===== src/rtl/ibex_pkg.sv =====
// FP operator encoding shared between the issue stage and the FPU datapath.
package ibex_pkg;

   typedef enum logic [3:0] {
      FP_ALU_ADD    = 4'd0,
      FP_ALU_SUB    = 4'd1,
      FP_ALU_MUL    = 4'd2,
      FP_ALU_DIV    = 4'd3,
      FP_ALU_SQRT   = 4'd4,
      FP_ALU_FMADD  = 4'd5,
      FP_ALU_MINMAX = 4'd6,
      FP_ALU_SGNJ   = 4'd7,
      FP_ALU_CMP    = 4'd8,
      FP_ALU_CLASS  = 4'd9,
      FP_ALU_CVT    = 4'd10
   } fp_alu_op_e;

endpackage


===== src/rtl/fpu_issue_ctrl.sv =====
// Issue/writeback controller around a combinational FPU, timed as a LATENCY-cycle multicycle path.
// Optional FPU_CTRL_FAST_EN: MINMAX/SGNJ/CMP/CLASS complete after a single EXEC cycle.
module fpu_issue_ctrl #(
   parameter int unsigned LATENCY = 2
) (
   input  logic                   clk_i,
   input  logic                   rst_ni,
   input  logic                   req_valid_i,
   output logic                   req_ready_o,
   input  ibex_pkg::fp_alu_op_e   req_op_i,
   input  logic [31:0]            req_a_i,
   input  logic [31:0]            req_b_i,
   input  logic [1:0]             req_mode_i,
   input  logic [4:0]             req_rd_i,
   input  logic                   flush_i,
   output ibex_pkg::fp_alu_op_e   fpu_operator_o,
   output logic [31:0]            fpu_operand_a_o,
   output logic [31:0]            fpu_operand_b_o,
   output logic [1:0]             fpu_mode_o,
   input  logic [31:0]            fpu_result_i,
   output logic                   rsp_valid_o,
   input  logic                   rsp_ready_i,
   output logic [31:0]            rsp_result_o,
   output logic [4:0]             rsp_rd_o,
   output logic                   busy_o
);

   import ibex_pkg::*;

   localparam logic [3:0] LatLoad = 4'(LATENCY - 1);

   typedef enum logic [1:0] {StIdle, StExec, StDone} state_e;

   state_e      r_state;
   state_e      w_state_next;
   logic [3:0]  r_count;
   logic [3:0]  w_load_cnt;
   fp_alu_op_e  r_op;
   logic [31:0] r_a;
   logic [31:0] r_b;
   logic [1:0]  r_mode;
   logic [4:0]  r_tag;
   logic [31:0] r_rsp_result;
   logic [4:0]  r_rsp_rd;
   logic        w_req_ready;
   logic        w_accept;
   logic        w_capture;

   assign w_accept  = req_valid_i && w_req_ready;
   // Flush wins over the final EXEC cycle, so a killed op never lands in the response regs.
   assign w_capture = (r_state == StExec) && !flush_i && (r_count == 4'd0);

   always_comb begin
`ifdef FPU_CTRL_FAST_EN
      case (req_op_i)
         FP_ALU_MINMAX, FP_ALU_SGNJ, FP_ALU_CMP, FP_ALU_CLASS: w_load_cnt = 4'd0;
         default:                                              w_load_cnt = LatLoad;
      endcase
`else
      w_load_cnt = LatLoad;
`endif
   end

   always_ff @(posedge clk_i or negedge rst_ni) begin
      if (!rst_ni) begin
         r_state <= StIdle;
      end else begin
         r_state <= w_state_next;
      end
   end

   always_comb begin
      w_state_next = r_state;
      unique case (r_state)
         StIdle: begin
            if (w_accept) w_state_next = StExec;
         end
         StExec: begin
            if (flush_i)                  w_state_next = StIdle;
            else if (r_count == 4'd0)     w_state_next = StDone;
         end
         StDone: begin
            if (flush_i)                  w_state_next = StIdle;
            else if (rsp_ready_i)         w_state_next = w_accept ? StExec : StIdle;
         end
         default: w_state_next = StIdle;
      endcase
   end

   always_comb begin
      w_req_ready = 1'b0;
      rsp_valid_o = 1'b0;
      busy_o      = 1'b0;
      unique case (r_state)
         StIdle: w_req_ready = !flush_i;
         StExec: busy_o = 1'b1;
         StDone: begin
            busy_o      = 1'b1;
            rsp_valid_o = 1'b1;
            w_req_ready = rsp_ready_i && !flush_i;
         end
         default: ;
      endcase
   end

   // Operand regs only move on acceptance to keep the FPU inputs quiet between ops.
   always_ff @(posedge clk_i or negedge rst_ni) begin
      if (!rst_ni) begin
         r_op         <= FP_ALU_ADD;
         r_a          <= '0;
         r_b          <= '0;
         r_mode       <= '0;
         r_tag        <= '0;
         r_count      <= '0;
         r_rsp_result <= '0;
         r_rsp_rd     <= '0;
      end else begin
         if (w_accept) begin
            r_op    <= req_op_i;
            r_a     <= req_a_i;
            r_b     <= req_b_i;
            r_mode  <= req_mode_i;
            r_tag   <= req_rd_i;
            r_count <= w_load_cnt;
         end else if ((r_state == StExec) && (r_count != 4'd0)) begin
            r_count <= r_count - 4'd1;
         end
         if (w_capture) begin
            r_rsp_result <= fpu_result_i;
            r_rsp_rd     <= r_tag;
         end
      end
   end

   assign req_ready_o     = w_req_ready;
   assign fpu_operator_o  = r_op;
   assign fpu_operand_a_o = r_a;
   assign fpu_operand_b_o = r_b;
   assign fpu_mode_o      = r_mode;
   assign rsp_result_o    = r_rsp_result;
   assign rsp_rd_o        = r_rsp_rd;

endmodule


===== config.mk =====
export PLATFORM = sky130hd
export DESIGN_NAME = fpu_issue_ctrl
export DESIGN_NICKNAME = d
export VERILOG_FILES = /design/src/rtl/ibex_pkg.sv /design/src/rtl/fpu_issue_ctrl.sv
export SDC_FILE = /design/constraint.sdc
export NUM_CORES = 1
export LEC_CHECK = 0
export ABC_AREA = 1
export ABC_CLOCK_PERIOD_IN_PS = 1450
export CORE_UTILIZATION = 35
export DETAILED_ROUTE_END_ITERATION = 10
export GPL_ROUTABILITY_DRIVEN = 0
export HOLD_SLACK_MARGIN = 0.03
export PLACE_DENSITY = 0.72
export SYNTH_ARGS = -nofsm -noshare
export SYNTH_HDL_FRONTEND = slang
export SYNTH_SLANG_ARGS = --single-unit
export TNS_END_PERCENT = 50

===== constraint.sdc =====
create_clock -name clk_i -period 1.45 [get_ports clk_i]
set_input_delay 0.3625 -clock clk_i [delete_from_list [all_inputs] [get_ports clk_i]]
set_output_delay 0.3625 -clock clk_i [all_outputs]
set_load 0.005 [all_outputs]

==> summary.md <==
| Metric | Value |
|---|---|
| Standard-cell rows | 43 |
| CTS H-Tree Depth | 4 |
| Largest net degree at the start of global routing | 75 |
| DR vias | 4,705 |
| Startpoint type of the worst setup path | flip-flop |
| Worst-path fanout max | 2 |
| Count of buffers inserted at the top-level ports | about 220 |
| Post-synthesis net count | ~660 |
| Sum of negative setup slack | -21,010 ps |
| Detailed-route vias per instance | 4.77 |
| Setup repair after global routing missed its margin | yes |
| Clock input transition at the sequential cells of the worst setup and hold paths | about 50 ps |
| Global-route congestion overflow total | 0 |
| Sink count of the clock tree | between 100 and 150 |
| Clock tree from TritonCTS | done |
| Max Clock Skew | between 10 and 15 ps |
| Part of the cycle the worst path needs | 124% |
| Required time of the critical path | roughly 1100 ps |
| Cts bufs inserted | 17 |
| Ratio of cells with drive above 1 in the final layout | 21.3% |
| Maximum clock path buffer count | 2 |
| Library cells used by synthesis | 19 |
| Final HPWL DP | ~9100 um |
| Place WS | -524 ps |
| Fillers | around 1,100 |
| Failing checks | negative setup slack |
| Ports placed on the boundary | between 200 and 250 |
| Critical path endpoint category | output pin |
| Area fraction of the dominant cell type after synthesis | about three fifths |
| Netlist area before placement | roughly 5000 um2 |
| Final wirelength | approximately 16,000 um |
| Number of nets in the layout | just over 900 |
| Hold slack final | 476 ps |
| Flip-flop and latch count after synthesis | about 120 |
| Iteration-0 DRC count of the detailed router | 188 |
| Slowest cell on the critical path | dfrtp_1 |
| Biggest cell delay along the critical path | about 380 ps |
| Pwr Density | 2010 nW/um2 |
| Status | finished, violations left |
| Core area | roughly 14,000 um2 |
| Warnings from Yosys | 0 |
| Area of the multi-input gates | a little under 2000 um2 |
| Final hold violation count | 0 |
| Static leakage | ~4.4 nW |
| Worst min-delay path category | flip-flop to flip-flop |
| Worst setup slack after layout | -355 ps |
| Number of design rule violations left after detail routing | 0 |
| Die span in x | 121 um |
| First-pass GRT wire length | approximately 22,000 um |
| Average cell area after synthesis | 9.28 um2 |
| Final min period | about 1800 ps |
| Max Cap Violations | 0 |
| Area Overhead vs Synth | 77.3% |
| Cell types occupying the most area after synthesis | dfrtp_1 59%, nand2_1 15%, nand3_1 7.5%, o21ai_2 5.3%, inv_1 3.6% |
| Tightest Pin Transition | 341 ps |
| Root Driver | clkbuf_16 |
| Most common library cell in the layout ignoring fill and taps | nand2_1 |
| Detailed-routing iteration count for the pre-antenna-repair pass | 4 |
| Wire length per cell after detailed routing | about 17 um |
| Number of endpoints failing setup at the final stage | 121 |
| Worst-skew pair later-pin latency | slightly above 400 ps |
| Worst slew margin relative to its limit | ~77% |
| Type of the worst setup path | flip-flop to output pin |
| Antenna violations before repair | 0 |
| Global Route Usage Sum | between 10% and 20% |
| Number of antenna diodes | 0 |
| Area of the die | 14,700 um2 |
| Cell-by-cell listing of the critical path | inv_2, ha_4, buf_6, nand2_4, a21oi_4, buf_2 |
| Number of global-route vias before repair | ~4,600 |
| Highest-count cells in the layout ignoring fill and taps | 161 x nand2_1, 117 x dfrtp_1, 109 x clkdlybuf4s50_1, 75 x clkdlybuf4s15_1, 74 x nand3_1 |
| Maximum frequency from static timing analysis | ~550 MHz |
| Max Transition Viols Final | 0 |
| Gate Count Post-Synth | approximately 540 |
| Max rail drop VDD | ~0.00092 V |
| Post-synthesis sequential area ratio | about three fifths |
| Yosys top cell by area | dfrtp_1 |
| Sequential cell area in the final layout | 2950 um2 |
| Data arrival at the endpoint of the critical path | approximately 1400 ps |
| Starting Density | a little over a third |
| Count of nets left with antenna violations after detail routing | 0 |
| Vertical die dimension | 121 um |
-- worst max-delay path, delay by kind of cell (launching register included) --
family,cells,cell delay (ps)
buf+inv,3,330
simple gates,1,50
flops,1,380
fa+ha+maj,1,140
compound gates,1,140
-- synth_stat cells --
cell        n
o21ai_1     1
buf_1       1
nor2_1     10
nand3_2     2
o21ai_0     8
inv_1      48
nand4_1     1
nand2_1   197
ha_1        6
nor2_2      1
buf_2      12
dfrtp_1   118
o21ai_2    30
a21oi_4     1
buf_4       1
nand3_1    75
a21oi_1     7
clkbuf_1    6
buf_6      12
-- final cells by class --
cell class / count / share of cell area, %
Clock buffer: 23 / 5.18
Clock inverter: 8 / 1.69
Inverter: 48 / 2.04
Multi-Input combinational cell: 340 / 22.4
Sequential cell: 118 / 33.4
Tap cell: 180 / 2.55
Timing Repair Buffer: 269 / 32.7
-- metrics by stage --
step / util [%] / total power [W] / area, um2 / std cells
after floorplan: - / 0.00838 / 4990 / 537
after global placement: 53.3 / 0.0123 / 7400 / 922
after detailed placement: 53.3 / 0.0125 / 7400 / 922
after CTS: 58.5 / 0.0165 / 8130 / 968
after global routing: 63.6 / 0.0188 / 8830 / 986
final: 63.6 / 0.0177 / 8830 / 986
-- sequential cells by signal (all words and copies together), names as in the netlist --
| signal | flops |
|---|---|
| fpu_operand_a_o | 32 |
| fpu_operand_b_o | 32 |
| r_count | 4 |
| fpu_operator_o | 4 |
| rsp_result_o | 32 |
| r_tag | 5 |
| fpu_mode_o | 2 |
| r_state | 2 |
| rsp_rd_o | 5 |
-- cells by family after synthesis --
logic type / synth area share [%]
AOI/OAI and AO/OA: 7.21
adders and majority gates: 1.51
buffers and inverters: 8.21
DFF: 59.3
and+or+nand+nor: 23.8
-- timing repair --
item / 4_1_cts / 5_1_grt
endpoints found under the setup margin: 227 / 174
buffers inserted: 11 / 6
pin swaps: 1 / 4
gates cloned: 4 / 14
hold buffers: 1 / 0
hold endpoints to repair: 118 / 0
resized for setup: 137 / 173
-- power breakdown --
part           leakage [nW]  internal, W  switching, W
Combinational          2.63      0.00404       0.00336
Sequential             1.47      0.00489       0.00109
Clock                 0.287      0.00291       0.00142
-- routing by layer --
metal	wire length (um)	global-route usage (%)
met1	6460	23.2
met2	8140	32.5
met3	1230	6.02
met4	507	9.34
met5	0	0
-- final timing paths --
kind / start / endpoint / slack, ps / depth (start not counted)
worst min register to register: fpu_operand_b_o[25]$_DFFE_PN0P_ / fpu_operand_b_o[25]$_DFFE_PN0P_ / 480 / 2
worst max register to register: r_state[0]$_DFFE_PN0P_ / fpu_operand_b_o[14]$_DFFE_PN0P_ / -250 / 9
worst max-delay path: r_state[0]$_DFFE_PN0P_ / req_ready_o / -360 / 6
worst min-delay path: fpu_operand_b_o[25]$_DFFE_PN0P_ / fpu_operand_b_o[25]$_DFFE_PN0P_ / 480 / 2
max in group asynchronous: rst_ni / r_state[1]$_DFFE_PN0P_ / 590 / 3
min in group asynchronous: rst_ni / fpu_operand_b_o[18]$_DFFE_PN0P_ / 530 / 3
Note: power is estimated with default switching activity, not from simulation.
==> variant 1, RTL diff (same settings) <==
Reset style: synchronous (`rst_ni`), changed in 2 clocked blocks.
--- a/src/rtl/fpu_issue_ctrl.sv
+++ b/src/rtl/fpu_issue_ctrl.sv
@@ -61,7 +61,7 @@
 `endif
    end
 
-   always_ff @(posedge clk_i or negedge rst_ni) begin
+   always_ff @(posedge clk_i) begin
       if (!rst_ni) begin
          r_state <= StIdle;
       end else begin
@@ -104,7 +104,7 @@
    end
 
    // Operand regs only move on acceptance to keep the FPU inputs quiet between ops.
-   always_ff @(posedge clk_i or negedge rst_ni) begin
+   always_ff @(posedge clk_i) begin
       if (!rst_ni) begin
          r_op         <= FP_ALU_ADD;
          r_a          <= '0;
Formal check against the unedited RTL: differs if rst_ni is asserted again (counterexample within 4 cycles, from zero or initial values and one cycle with rst_ni low); with rst_ni held inactive, the same outputs for 10 cycles.
==> variant 1 against the unedited design <==
Clock power is essentially flat; sequential cell count is the same; design area grew 0.48%; critical endpoint unchanged; the flow still finishes with violations (setup timing); area after synthesis shrank 3.5%; setup slack gained 0.0020 ns; routed wire length grew 4.4%; maximum frequency grew 0.11%; register-to-register slack lost 0.05 ns; cell count grew 1.7%; total power shrank 20%; clock skew shrank 0.0016 ns; via count grew 6.0%.
==> variant 1: results (changes against the unedited design) <==
status=complete, but fails checks (unchanged); violated checks=setup timing (unchanged); Post-Synth XOR/XNOR Area=0.3646% (was 0%); worst setup skew after layout=0.009443 ns (was 0.01102 ns); PnR worst setup slack=-0.3530 ns (was -0.3550 ns); WHS Endpoint=fpu_operand_b_o[23]$_SDFFE_PN0P_ (was fpu_operand_b_o[25]$_DFFE_PN0P_); top_reg_cell synth=dfxtp_1 (was dfrtp_1); detailed-routed wire length on met2=8258 um (was 8142 um); Least-Margin Pin Slew=0.3041 ns (was 0.3411 ns); routed metal-1 wire length=6868 um (was 6455 um); end of the worst register-to-register path=fpu_operand_a_o[13]$_SDFFE_PN0P_ (was fpu_operand_b_o[14]$_DFFE_PN0P_); non-filler cells in the finished layout=1003 (was 986); via count of the first global-routing pass=4902 (was 4557); met1 track utilization from global routing=25.80% (was 23.21%); Final Setup Violations=91 (was 121); amount of wire on met3 after detailed routing=1558 um (was 1233 um); global-route wire length before repair=24970 um (was 22130 um); share of post-route cells with drive strength above 1=33.13% (was 21.34%); detailed-routing iteration count for the pre-antenna-repair pass=5 (was 4); power attributed to sequential cells=4200 uW (was 5980 uW); worst setup slack before clock tree synthesis=-0.6032 ns (was -0.5244 ns); overall routed net length=17060 um (was 16340 um); length in cells of the worst reg-to-reg path=11 (was 9); synthesized netlist net count=677 (was 655); total of fill cells in the finished design=1090 (was 1085); pin count of the biggest net entering global routing=45 (was 75)
==> variant 1: changes by cell type after synthesis, sizes merged, moves of 34 or more <==
cell / change
a21oi: +70
dfxtp: +118
dfrtp: -118
nand2: -105
nor2: +72
inv: -34
==> variant 1: layout make-up <==
type | count | share of cell area [%]
tap | 176 | 2.481
sequential | 118 | 26.76
clock buffer | 24 | 5.541
timing repair buffer | 279 | 34.46
inverter | 14 | 0.6626
clock inverter | 8 | 1.353
multi-input combinational | 384 | 28.75
==> variant 1: critical path: stages, from the launching register on <==
cell and delay, ns:
dfxtp_4 0.36, inv_4 0.07, ha_2 0.21, inv_2 0.05
nand2_2 0.06, and2_4 0.16, buf_6 0.10
==> variant 1: repair_timing <==
item,4_1_cts,5_1_grt
buffers inserted,9,14
pin swaps,9,23
resized for setup,202,101
endpoints found under the setup margin,226,123
hold endpoints to repair,0,0
gates cloned,11,7
==> variant 2, RTL diff (same flow settings) <==
Made on the original files. The option `FPU_CTRL_FAST_EN` is turned on by a define.
--- a/src/rtl/fpu_issue_ctrl.sv
+++ b/src/rtl/fpu_issue_ctrl.sv
@@ -1,5 +1,7 @@
 // Issue/writeback controller around a combinational FPU, timed as a LATENCY-cycle multicycle path.
 // Optional FPU_CTRL_FAST_EN: MINMAX/SGNJ/CMP/CLASS complete after a single EXEC cycle.
+`define FPU_CTRL_FAST_EN
+
 module fpu_issue_ctrl #(
    parameter int unsigned LATENCY = 2
 ) (
Check against the original RTL: not equivalent (Yosys sat finds a counterexample within 4 cycles, from zero or initial values and one cycle with rst_ni low).
==> variant 2 against the unedited design <==
The run still ends with setup timing left; sequential cell count unchanged; global-route usage down 0.26 points; total power down 1.6%; sequential share of layout area up 0.51 points; largest power group unchanged; critical path depth down 1; setup slack better by 0.044 ns; worst hold slack worse by 0.071 ns; routed wire length down 5.9%; area after synthesis about the same; design area down 1.5%; sequential power down 2%; critical endpoint unchanged; highest routed layer unchanged; die area about the same; cell count up 0.41%.
==> variant 2: results (changes against the unedited design) <==
status=complete, but fails checks (unchanged); violated checks=setup timing (unchanged); worst setup skew after layout=0.004979 ns (was 0.01102 ns); Unique masters post-synth=19 (unchanged); top fanout value on the critical path=2 (unchanged); pin count of the biggest net entering global routing=68 (was 75); antenna violations before repair=0 (unchanged); type of the tightest min-delay check=in2async (was reg2reg); leakage power figure=0.004529 uW (was 0.004382 uW); register area share after synthesis=59.33% (was 59.28%); synthesized netlist net count=659 (was 655); syn_area_per_cell=9.200 um^2 (was 9.276 um^2); total vias in the final route=4654 (was 4705); post-detail-place hpwl=9772 um (was 9099 um); most frequent cells after synthesis=nand2_1 (194), dfrtp_1 (118), nand3_1 (73) (was nand2_1 (197), dfrtp_1 (118), nand3_1 (75)); via count of the first global-routing pass=4508 (was 4557); proportion of register bits with asynchronous set or reset after synthesis=100.0% (unchanged); global-route wire length before repair=21650 um (was 22130 um); dpl cells=938 (was 922); setup TNS=-14.94 ns (was -21.01 ns); final-stage net count=916 (was 912); 1st-iter DRT viols=183 (was 188); PnR worst setup slack=-0.3107 ns (was -0.3550 ns); Peak VDD IR=1011 uV (was 922.0 uV); total cell area at the placement stage=7503 um^2 (was 7402 um^2); share of post-route cells with drive strength above 1=20.37% (was 21.34%); ranking of synthesized cells by area=dfrtp_1 (59%), nand2_1 (15%), nand3_1 (7.3%), o21ai_2 (5.3%), inv_1 (3.8%) (was dfrtp_1 (59%), nand2_1 (15%), nand3_1 (7.5%), o21ai_2 (5.3%), inv_1 (3.6%)); detailed-routing iteration count for the pre-antenna-repair pass=4 (unchanged); gr usage total=19.41% (was 19.67%); Final Setup Violations=121 (unchanged); detailed-route wire length per cell=15.53 um (was 16.57 um); worst path arrival time=1.40 ns (was 1.44 ns); Least-Margin Pin Slew=0.4342 ns (was 0.3411 ns); root buffer cell=clkbuf_16 (unchanged); # diodes=0 (unchanged); worst stage delay on the critical path=0.39 ns; Via density=4.701 (was 4.772)
[variant 2: power by group]
| group | total [uW] | switching (uW) | internal, uW |
|---|---|---|---|
| Combinational | 7210 | 3300 | 3910 |
| Sequential | 5890 | 950 | 4940 |
| Clock | 4330 | 1420 | 2900 |
[variant 2: cells by family (layout without fill, tap and decap cells)]
| kind of cell | count (synthesis) | count (layout) | share of synthesized area (%) |
|---|---|---|---|
| AOI/OAI and AO/OA | 52 | 52 | 7.566 |
| adders and majority gates | 6 | 6 | 1.508 |
| buffers and inverters | 84 | 352 | 8.371 |
| DFF | 118 | 118 | 59.33 |
| and+or+nand+nor | 281 | 282 | 23.23 |
[variant 2: stage by stage]
step / utilization, % / setup WS, ns
2_1_floorplan: - / 0.006915
5_1_grt: 62.68 / -0.3646
6_report: 62.68 / -0.3107
3_5_place_dp: 54.06 / -0.6422
4_1_cts: 58.57 / -0.3683
3_3_place_gp: 54.06 / -0.6173
[variant 2: layout make-up]
cell class / count / area (um^2)
Multi-Input combinational cell: 340 / 1837
Fill cell: 1120 / 5180
Timing Repair Buffer: 269 / 2873
Inverter: 52 / 195.2
Sequential cell: 118 / 2954
Clock inverter: 9 / 122.6
Tap cell: 180 / 225.2
Clock buffer: 22 / 494.2
[variant 2: what timing repair did]
item / in CTS / in global routing
endpoints found under the hold margin: 18 / 0
pin swaps: 2 / 8
setup endpoints to repair: 228 / 186
hold buffers: 1 / 0
buffers inserted: 3 / 6
resized for setup: 124 / 137
gates cloned: 2 / 10
[variant 2: path summary, 6_finish.rpt]
path | from | endpoint | slack, ns
setup reg to reg | r_state[1]$_DFFE_PN0P_ | rsp_result_o[7]$_DFFE_PN0P_ | -0.18
min in group clk_i | fpu_operand_b_o[9]$_DFFE_PN0N_ | fpu_operand_b_o[9]$_DFFE_PN0N_ | 0.47
setup / recovery | r_state[0]$_DFFE_PN0P_ | req_ready_o | -0.31
max in group asynchronous | rst_ni | fpu_operand_b_o[10]$_DFFE_PN0N_ | 0.49
hold reg to reg | fpu_operand_b_o[9]$_DFFE_PN0N_ | fpu_operand_b_o[9]$_DFFE_PN0N_ | 0.47
hold / removal | rst_ni | rsp_result_o[2]$_DFFE_PN0P_ | 0.41
[variant 2: metal layers]
metal	global-route usage (%)	routed length (um)	up-vias
met5	0	0	-
met1	22.78	6171	2222
met4	8.565	277	0
met3	7.613	1311	21
li1	-	-	2220
met2	31.36	7617	191
